[src/rtl/io_bridge.sv]
// io_bridge
// Memory-mapped bus responder behind the CPU data bus. Each MEM-stage access
// is routed either to the data RAM or to the on-board peripherals: the LED
// register, synchronized switches/buttons, an 8-digit scanned 7-segment
// display and an optional free-running cycle timer.
// Reads are combinational from Bus_addr; writes commit on the next cpu_clk edge.
//
// Optional feature macro: IO_TIMER_EN (cycle timer at IO offset 0x020).
//
// Ports:
//   cpu_clk     in   1   system clock, rising edge
//   cpu_rst     in   1   synchronous active-high reset
//   Bus_addr    in  32   byte address from CPU MEM stage
//   Bus_rdata   out 32   read data (combinational)
//   Bus_wen     in   1   write strobe
//   Bus_wdata   in  32   write data
//   dram_addr   out 14   data RAM word address (Bus_addr[15:2])
//   dram_rdata  in  32   data RAM asynchronous read data
//   dram_wen    out  1   data RAM write enable
//   dram_wdata  out 32   data RAM write data (Bus_wdata)
//   sw          in  24   raw switches (asynchronous)
//   btn         in   5   raw buttons (asynchronous)
//   led         out 24   LED drive, active-high
//   dig_en      out  8   digit enables, active-low
//   dig_seg     out  8   segments {dp,g,f,e,d,c,b,a}, active-low
module io_bridge #(
    parameter int unsigned SCAN_DIV = 20000
) (
    input  logic        cpu_clk,
    input  logic        cpu_rst,
    input  logic [31:0] Bus_addr,
    output logic [31:0] Bus_rdata,
    input  logic        Bus_wen,
    input  logic [31:0] Bus_wdata,
    output logic [13:0] dram_addr,
    input  logic [31:0] dram_rdata,
    output logic        dram_wen,
    output logic [31:0] dram_wdata,
    input  logic [23:0] sw,
    input  logic [4:0]  btn,
    output logic [23:0] led,
    output logic [7:0]  dig_en,
    output logic [7:0]  dig_seg
);

    localparam int unsigned      CNT_W   = $clog2(SCAN_DIV);
    localparam logic [CNT_W-1:0] CNT_MAX = CNT_W'(SCAN_DIV - 1);

    // Word offsets (Bus_addr[11:2]) of the byte offsets 0x000/0x020/0x060/0x070/0x078
    localparam logic [9:0] OFF_DISP  = 10'h000;
    localparam logic [9:0] OFF_TIMER = 10'h008;
    localparam logic [9:0] OFF_LED   = 10'h018;
    localparam logic [9:0] OFF_SW    = 10'h01C;
    localparam logic [9:0] OFF_BTN   = 10'h01E;

    logic [31:0]      r_disp;
    logic [23:0]      r_led;
    logic [23:0]      r_sw_meta, r_sw_sync;
    logic [4:0]       r_btn_meta, r_btn_sync;
    logic [CNT_W-1:0] r_scan_cnt;
    logic [2:0]       r_digit_idx;
`ifdef IO_TIMER_EN
    logic [31:0]      r_timer;
`endif

    logic        w_io_hit;
    logic [9:0]  w_off;
    logic        w_wr_io;
    logic [31:0] w_io_word;
    logic [3:0]  w_nib;
    logic [7:0]  w_seg;
    logic        w_unused;

    assign w_io_hit = (Bus_addr[31:12] == 20'hFFFFF);
    assign w_off    = Bus_addr[11:2];
    assign w_wr_io  = Bus_wen & w_io_hit;
    // Byte lane bits play no part in decoding
    assign w_unused = &{1'b0, Bus_addr[1:0]};

    assign dram_addr  = Bus_addr[15:2];
    assign dram_wdata = Bus_wdata;
    assign dram_wen   = Bus_wen & ~w_io_hit;

    always_ff @(posedge cpu_clk) begin
        if (cpu_rst) begin
            r_disp      <= '0;
            r_led       <= '0;
            r_sw_meta   <= '0;
            r_sw_sync   <= '0;
            r_btn_meta  <= '0;
            r_btn_sync  <= '0;
            r_scan_cnt  <= '0;
            r_digit_idx <= '0;
`ifdef IO_TIMER_EN
            r_timer     <= '0;
`endif
        end else begin
            r_sw_meta  <= sw;
            r_sw_sync  <= r_sw_meta;
            r_btn_meta <= btn;
            r_btn_sync <= r_btn_meta;

            // Scanner runs freely; DISP writes never disturb it
            if (r_scan_cnt == CNT_MAX) begin
                r_scan_cnt  <= '0;
                r_digit_idx <= r_digit_idx + 3'd1;
            end else begin
                r_scan_cnt <= r_scan_cnt + 1'b1;
            end

            if (w_wr_io && w_off == OFF_DISP) r_disp <= Bus_wdata;
            if (w_wr_io && w_off == OFF_LED)  r_led  <= Bus_wdata[23:0];
`ifdef IO_TIMER_EN
            // A bus write takes priority over the increment
            if (w_wr_io && w_off == OFF_TIMER) r_timer <= Bus_wdata;
            else                               r_timer <= r_timer + 32'd1;
`endif
        end
    end

    always_comb begin
        w_io_word = '0;
        case (w_off)
            OFF_DISP:  w_io_word = r_disp;
`ifdef IO_TIMER_EN
            OFF_TIMER: w_io_word = r_timer;
`else
            OFF_TIMER: w_io_word = '0;
`endif
            OFF_LED:   w_io_word = {8'h00, r_led};
            OFF_SW:    w_io_word = {8'h00, r_sw_sync};
            OFF_BTN:   w_io_word = {27'h0, r_btn_sync};
            default:   w_io_word = '0;
        endcase
    end

    assign Bus_rdata = w_io_hit ? w_io_word : dram_rdata;

    assign w_nib = r_disp[{r_digit_idx, 2'b00} +: 4];

    always_comb begin
        w_seg = 8'hFF;
        case (w_nib)
            4'h0: w_seg = 8'hC0;
            4'h1: w_seg = 8'hF9;
            4'h2: w_seg = 8'hA4;
            4'h3: w_seg = 8'hB0;
            4'h4: w_seg = 8'h99;
            4'h5: w_seg = 8'h92;
            4'h6: w_seg = 8'h82;
            4'h7: w_seg = 8'hF8;
            4'h8: w_seg = 8'h80;
            4'h9: w_seg = 8'h90;
            4'hA: w_seg = 8'h88;
            4'hB: w_seg = 8'h83;
            4'hC: w_seg = 8'hC6;
            4'hD: w_seg = 8'hA1;
            4'hE: w_seg = 8'h86;
            4'hF: w_seg = 8'h8E;
            default: w_seg = 8'hFF;
        endcase
    end

    assign led     = r_led;
    assign dig_en  = ~(8'b1 << r_digit_idx);
    assign dig_seg = w_seg;

endmodule

[config.mk]
export PLATFORM = sky130hd
export DESIGN_NAME = io_bridge
export DESIGN_NICKNAME = d
export VERILOG_FILES = /design/src/rtl/io_bridge.sv
export SDC_FILE = /design/constraint.sdc
export NUM_CORES = 1
export LEC_CHECK = 0
export CAP_MARGIN = 20
export CORE_ASPECT_RATIO = 0.6
export CORE_MARGIN = 2
export CORE_UTILIZATION = 45
export CTS_BUF_LIST = sky130_fd_sc_hd__clkbuf_8
export DETAILED_ROUTE_END_ITERATION = 12
export GPL_TIMING_DRIVEN = 0
export PLACE_DENSITY = 0.85
export SLEW_MARGIN = 5
export SYNTH_ARGS = -nofsm -noshare
export SYNTH_HDL_FRONTEND = slang
export SYNTH_SLANG_ARGS = --single-unit
[constraint.sdc]
create_clock -name cpu_clk -period 4.2 [get_ports cpu_clk]
set_input_delay 0.84 -clock cpu_clk [delete_from_list [all_inputs] [get_ports cpu_clk]]
set_output_delay 0.84 -clock cpu_clk [all_outputs]
set_load 0.02 [all_outputs]
==> results of run 1 <==
kinds of logic after synthesis:
group | Yosys count | share of synthesized area [%]
other cells | 1 | 0.0561
flops | 132 | 39.6
compound gates | 77 | 8.45
mux | 101 | 16.7
buf+inv | 101 | 9.06
xor+xnor | 15 | 1.97
fa+ha+maj | 13 | 2.43
simple gates | 249 | 21.8
worst max path at each step:
stage	startpoint	to	slack (ns)	cells past startpoint
floorplan	Bus_addr[4]	Bus_rdata[14]	0.76	6
global placement	Bus_addr[5]	Bus_rdata[14]	-0.76	7
detailed placement	Bus_addr[5]	Bus_rdata[15]	-0.70	7
CTS	Bus_addr[5]	Bus_rdata[13]	-0.04	7
global route	Bus_addr[6]	Bus_rdata[27]	0.01	7
finish	Bus_addr[6]	Bus_rdata[2]	0.08	6
cells in the final DEF (no fill, tap or decap), types with 3 or more instances in the layout:
| cell | instances |
|---|---|
| a22o_1 | 9 |
| nor4_1 | 3 |
| clkbuf_2 | 5 |
| o21ai_0 | 7 |
| xnor2_1 | 11 |
| inv_1 | 15 |
| ha_1 | 13 |
| mux2_2 | 3 |
| dlymetal6s2s_1 | 13 |
| clkbuf_8 | 20 |
| a2bb2oi_1 | 5 |
| nor2_1 | 40 |
| xor2_1 | 4 |
| mux4_2 | 8 |
| clkbuf_1 | 22 |
| nand2b_1 | 89 |
| mux2i_1 | 86 |
| clkinv_2 | 5 |
| buf_6 | 7 |
| nor2b_1 | 58 |
| nand3_1 | 7 |
| o22a_1 | 5 |
| bufinv_16 | 4 |
| a21oi_1 | 20 |
| nand4_1 | 9 |
| buf_4 | 51 |
| o2bb2ai_1 | 20 |
| clkdlybuf4s50_1 | 207 |
| or3_1 | 4 |
| o31ai_1 | 6 |
| nor3_1 | 4 |
| nand2_1 | 16 |
| or4_4 | 3 |
| mux2i_4 | 3 |
| buf_2 | 5 |
| dlygate4sd2_1 | 21 |
| dfxtp_1 | 132 |
cells in the mapped netlist (all sizes together), types with 7 or more instances:
master and number:
a21oi 20, a22o 9, buf 59, clkbuf 28
dfxtp 132, ha 13, inv 14, mux2i 90
mux4 8, nand2 17, nand2b 89, nand3 8
nand4 9, nor2 40, nor2b 58, nor3 7
o21ai 7, o2bb2ai 20, xnor2 11
layer usage:
layer	share of wire, %	vias up	track usage (%)
li1	-	2845	-
met1	48	2748	36.9
met2	44	234	40.9
met3	7.0	16	6.67
met4	1.1	0	5.91
met5	0	-	0
what timing repair did:
action / CTS / global route
cloned: 0 / 0
pin swaps: 2 / 0
setup endpoints to repair: 38 / 20
resized for setup: 40 / 22
setup buffers: 2 / 2
power groups by stage:
stage | clock network [mW] | logic (mW) | registers [mW]
floorplan | 0 | 0.192 | 1.31
global placement | 0 | 0.425 | 1.32
detailed placement | 0 | 0.430 | 1.32
CTS | 1.19 | 0.426 | 1.29
global route | 1.24 | 0.448 | 1.29
finish | 1.17 | 0.424 | 1.29
sequential cells by signal (all words and copies together), names as in the netlist:
name         flops
r_btn_sync       5
r_disp          32
led             24
r_scan_cnt      15
r_sw_meta       24
r_btn_meta       5
r_sw_sync       24
r_digit_idx      3
cell type report:
class	instances	share of cell area, %
Buffer	87	5.77
Clock buffer	20	2.78
Clock inverter	12	1.62
Inverter	14	0.530
Multi-Input combinational cell	456	35.4
Sequential cell	132	26.7
Tap cell	198	2.50
Timing Repair Buffer	245	24.7
metrics by stage:
step           util [%]  TNS [ns]  area [um^2]
2_1_floorplan         -         0         6680
3_3_place_gp       64.4    -12.31         9340
3_5_place_dp       64.4    -12.34         9340
4_1_cts            67.8   -0.0516         9830
5_1_grt            68.3         0         9910
6_report           68.3         0         9910
==> results.sh, run 1 <==
export IMPL_status="complete, no violations"
export IMPL_syn_area_um2=6680
export IMPL_drtIter0Drc=375
export IMPL_synth_avg_cell_area_um2=9.70
export IMPL_layout_setup_ws_ns=0.0750
export IMPL_clockRootBuffer="clkbuf_8"
export IMPL_worst_pin_slew_ns=0.816
export IMPL_combPwrFrac_pct=14.7
export IMPL_pwr_density_cell_nw_per_um2=291
export IMPL_skew_ns=0.0112
export IMPL_cts_tree="built"
export IMPL_min_to="r_sw_sync[2]"
export IMPL_cp_top_family="buffers and inverters"
export IMPL_cts_sinks=132
export IMPL_grt_pass1_wl_mm=31.4
export IMPL_drtAntennaViolNets=0
export IMPL_seq_power_share_pct=44.7
export IMPL_worst_r2r_cell_count=6
export IMPL_synth_area_top_cells="dfxtp_1 (40%), mux2i_1 (13%), nand2b_1 (8.3%)"
export IMPL_cpMostUsedCell="clkdlybuf4s50_1"
export IMPL_critPathMaxFanout=6
export IMPL_wire_per_inst_um=18.0
export IMPL_relSlewSlack_pct=45.2
export IMPL_fmax_mhz=242
export IMPL_h_tree_depth=4
export IMPL_totalWireLength_mm=20.9
export IMPL_io_buffers=241
export IMPL_synth_edf_count=0
export IMPL_initial_core_util_pct=46.1
export IMPL_yosysUniqueCellTypes=46
export IMPL_regArea_um2=2640
export IMPL_reg2reg_slack_ns=1.95
export IMPL_crit_required_ns=3.36
export IMPL_post_route_min_period_ns=4.12
export IMPL_crit_buf_inv=2
export IMPL_cts_inserted_buffers=17
export IMPL_timing_rr_end="r_scan_cnt[12]"
export IMPL_first_global_vias=5693
export IMPL_clk_insertion_delay_late_ns=0.44
export IMPL_clock_path_buffers=2
export IMPL_die_width_um=161
export IMPL_rsz0062_at_grt="no"
export IMPL_final_hold_viol_count=0
export IMPL_cts_hold_buf=0
export IMPL_fin_crit_sh_pct=98.2
export IMPL_p_clk_share_pct=40.6
export IMPL_min_from="r_sw_meta[2]"
export IMPL_path_clk_slew_ns=0.07
export IMPL_multi_input_area_um2=3510
export IMPL_synth_fp_nets=830
export IMPL_n_antenna_cell=0
export IMPL_criticalPathCategory="primary input to output pin"
export IMPL_vias_per_cell=5.02
export IMPL_fp_dieH_um=98.4
export IMPL_final_setup_viol_count=0
export IMPL_switching_share_pct=23.4
export IMPL_die_area_um2=15900
export IMPL_dpl_hpwl_mm=16.5
export IMPL_arrival_ns=3.28
export IMPL_final_layout_size_suffix_gt1_share_pct=13.5
export IMPL_firstDrtPassIters=5
export IMPL_yosys_area_top_type_share_pct=39.6
export IMPL_drv_cap=0
export IMPL_path_cells="clkdlybuf4s50_1, or3_1, a21o_1, a211o_2, o31ai_1, clkdlybuf4s50_1"
export IMPL_slew_violations=0
export IMPL_hold_path_class="flop to flop"
export IMPL_pre_cts_slack_ns=-0.698
export IMPL_vdd_ir_drop_worst_uv=200
export IMPL_synth_main_ff_cell="dfxtp_1"
export IMPL_synth_cells=689
export IMPL_overflow=0
export IMPL_cp_start_kind="primary input"
export IMPL_p_total_mw=2.88
export IMPL_fillers=1161
export IMPL_syn_to_final_growth_pct=48.3
export IMPL_nNetsFinal=1094
export IMPL_cp_end_kind="output pin"
export IMPL_ys_seq_area_share_pct=39.6
export IMPL_r2r_start="r_scan_cnt[5]"
export IMPL_ys_ff_latch=132
export IMPL_drcViolationCount=0
export IMPL_yosysTopAreaCell="dfxtp_1"
export IMPL_placed_cells=1128
export IMPL_slowest_stage="clkdlybuf4s50_1"
export IMPL_num_rows=34
export IMPL_vias=5843
export IMPL_synthArstFlopShare_pct=0
export IMPL_fin_cells=1164
export IMPL_core_um2=14500
export IMPL_p_switching_uw=673
export IMPL_hold_ws_ns=0.436
export IMPL_intPower_mw=2.21
export IMPL_ys_warn_count=0
export IMPL_p_leak_nw=3.87
export IMPL_routabilityCongestion=0.896
export IMPL_io_pins=247
export IMPL_grt_max_degree=17
export IMPL_antenna_found_initial=0
export IMPL_cp_slowest_stage_delay_ns=0.66
export IMPL_grt_total_usage_pct=26.3
export IMPL_min_path_cells=1
No activity file was read; power rests on OpenSTA's default activity.
==> run 2: changes to the inputs <==
- CTS_BUF_LIST: sky130_fd_sc_hd__clkbuf_8 -> unset
==> run 2 against run 1 <==
Hold slack got worse by 0.0036 ns. First-iteration DRC count shrank 17%. Largest cell class unchanged. Via count up 0.44%. Total power up 14%. Highest routed layer unchanged. Combinational power about the same. Critical path depth did not move.
==> results.sh, run 2 (synthesis results as in run 1) <==
export IMPL_path_clk_slew_ns=0.05
export IMPL_fin_cells=1162
export IMPL_num_rows=34
export IMPL_clk_insertion_delay_late_ns=0.41
export IMPL_path_cells="clkdlybuf4s50_1, or3_1, a21o_1, a211o_2, o31ai_1, clkdlybuf4s50_1"
export IMPL_dpl_hpwl_mm=16.5
export IMPL_cp_end_kind="output pin"
export IMPL_critPathLaunch="Bus_addr[6]"
export IMPL_nNetsFinal=1092
export IMPL_die_width_um=161
export IMPL_clock_path_buffers=2
export IMPL_cts_sinks=132
export IMPL_fin_setup_tns_ns=0
export IMPL_antenna_found_initial=0
export IMPL_crit_required_ns=3.36
export IMPL_drtAntennaViolNets=0
export IMPL_skew_ns=0.00819
export IMPL_n_antenna_cell=0
export IMPL_post_route_cell_area_um2=10100
export IMPL_critical_path_endpoint="Bus_rdata[2]"
export IMPL_placed_cells=1128
export IMPL_worst_r2r_cell_count=7
export IMPL_status="complete, no violations"
export IMPL_largest_reg_flops=32
export IMPL_cts_tree="built"
export IMPL_cp_top_family="buffers and inverters"
export IMPL_totalWireLength_mm=21.1
export IMPL_timing_rr_end="r_scan_cnt[12]"
export IMPL_final_layout_size_suffix_gt1_share_pct=13.2
export IMPL_drtIter0Drc=313
export IMPL_slew_violations=0
export IMPL_pre_cts_slack_ns=-0.698
export IMPL_arrival_ns=3.29
export IMPL_post_route_min_period_ns=4.13
export IMPL_criticalPathCategory="primary input to output pin"
export IMPL_cts_inserted_buffers=17
export IMPL_worst_pin_slew_ns=0.820
export IMPL_final_hold_viol_count=0
export IMPL_p_leak_nw=3.94
export IMPL_relSlewSlack_pct=44.9
export IMPL_initial_core_util_pct=46.1
export IMPL_cts_hold_buf=0
export IMPL_first_global_vias=5770
export IMPL_overflow=0
export IMPL_largest_register="r_disp"
export IMPL_fp_dieH_um=98.4
export IMPL_cp_num_cells=6
export IMPL_slowest_stage="clkdlybuf4s50_1"
export IMPL_cp_start_kind="primary input"
export IMPL_place_area_um2=9340
export IMPL_wire_per_inst_um=18.2
export IMPL_critPathMaxFanout=6
export IMPL_fin_crit_sh_pct=98.3
export IMPL_layout_setup_ws_ns=0.0730
export IMPL_grt_pass1_wl_mm=31.9
export IMPL_drcViolationCount=0
export IMPL_vdd_ir_drop_worst_uv=407
export IMPL_crit_buf_inv=2
export IMPL_pwr_density_cell_nw_per_um2=326
export IMPL_h_tree_depth=4
export IMPL_vias=5869
export IMPL_final_setup_viol_count=0
export IMPL_layout_common_cells="clkdlybuf4s50_1 (208), dfxtp_1 (132), nand2b_1 (89)"
export IMPL_core_um2=14500
export IMPL_routabilityCongestion=0.896
export IMPL_p_total_mw=3.28
export IMPL_hold_path_class="flop to flop"
export IMPL_r2r_start="r_scan_cnt[0]"
export IMPL_layout_commonest_cell="clkdlybuf4s50_1"
export IMPL_cp_slowest_stage_delay_ns=0.66
export IMPL_rsz0062_at_grt="no"
export IMPL_die_area_um2=15900
export IMPL_grt_max_degree=17
export IMPL_syn_to_final_growth_pct=50.8
export IMPL_fmax_mhz=242
export IMPL_vias_per_cell=5.05
export IMPL_io_pins=247
export IMPL_drv_cap=0
export IMPL_clockRootBuffer="clkbuf_16"
export IMPL_grt_total_usage_pct=26.6
export IMPL_cpMostUsedCell="clkdlybuf4s50_1"
export IMPL_firstDrtPassIters=5
export IMPL_io_buffers=241
export IMPL_reg2reg_slack_ns=1.93
run 2: changes by cell type in the layout (fill, tap and decap cells not counted), moves of 2 or more:
| cell | change |
|---|---|
| buf_4 | -2 |
| clkbuf_8 | -17 |
| clkbuf_1 | +2 |
| clkbuf_16 | +17 |
| inv_1 | -2 |
run 2: per-layer routing:
| metal | vias up | routed length, um | track usage [%] | share of wire, % |
|---|---|---|---|---|
| met2 | 240 | 9360 | 42.1 | 44 |
| met1 | 2767 | 10100 | 37.3 | 48 |
| met3 | 18 | 1440 | 5.31 | 6.8 |
| met5 | - | 0 | 0 | 0 |
| li1 | 2844 | - | - | - |
| met4 | 0 | 245 | 6.52 | 1.2 |
run 2: worst min path at each step:
stage | startpoint | end | slack, ns | cells after the start
after detailed placement | r_sw_meta[2] | r_sw_sync[2] | 0.42 | 1
after global placement | r_sw_meta[10] | r_sw_sync[10] | 0.42 | 1
after CTS | r_sw_meta[2] | r_sw_sync[2] | 0.43 | 1
after floorplan | r_btn_meta[0] | r_btn_sync[0] | 0.41 | 1
final | r_sw_meta[2] | r_sw_sync[2] | 0.43 | 1
after global routing | r_sw_meta[9] | r_sw_sync[9] | 0.45 | 1
run 2: per-stage QoR:
step / util, % / hold WS, ns
CTS: 69.1 / 0.433
finish: 69.4 / 0.432
global placement: 64.4 / 0.418
detailed placement: 64.4 / 0.420
global route: 69.4 / 0.453
floorplan: - / 0.414
run 2: final cells by class:
class	count	area (um^2)
fill	1142	4430
multi-input combinational	456	3500
sequential	132	2640
timing repair buffer	243	2430
buffer	87	572
clock buffer	22	474
tap	198	248
clock inverter	10	153
inverter	14	52.6
run 2: worst register-to-register path, cell delays in order (launching register included):
cell	delay (ns)
dfxtp_1	0.38
ha_1	0.24
nand4_1	0.21
or4_1	0.56
clkbuf_1	0.23
nand2b_1	0.21
buf_2	0.26
nor2_1	0.07
run 2: repair_timing:
item	4_1_cts	5_1_grt
pin swaps	2	0
setup buffers	2	0
setup endpoints to repair	38	21
resized for setup	38	21
gates cloned	0	0
endpoints found under the hold margin	0	0
run 2: power breakdown:
group / switching (mW) / internal (mW)
Combinational: 0.180 / 0.244
Sequential: 0.00828 / 1.28
Clock: 0.532 / 1.04
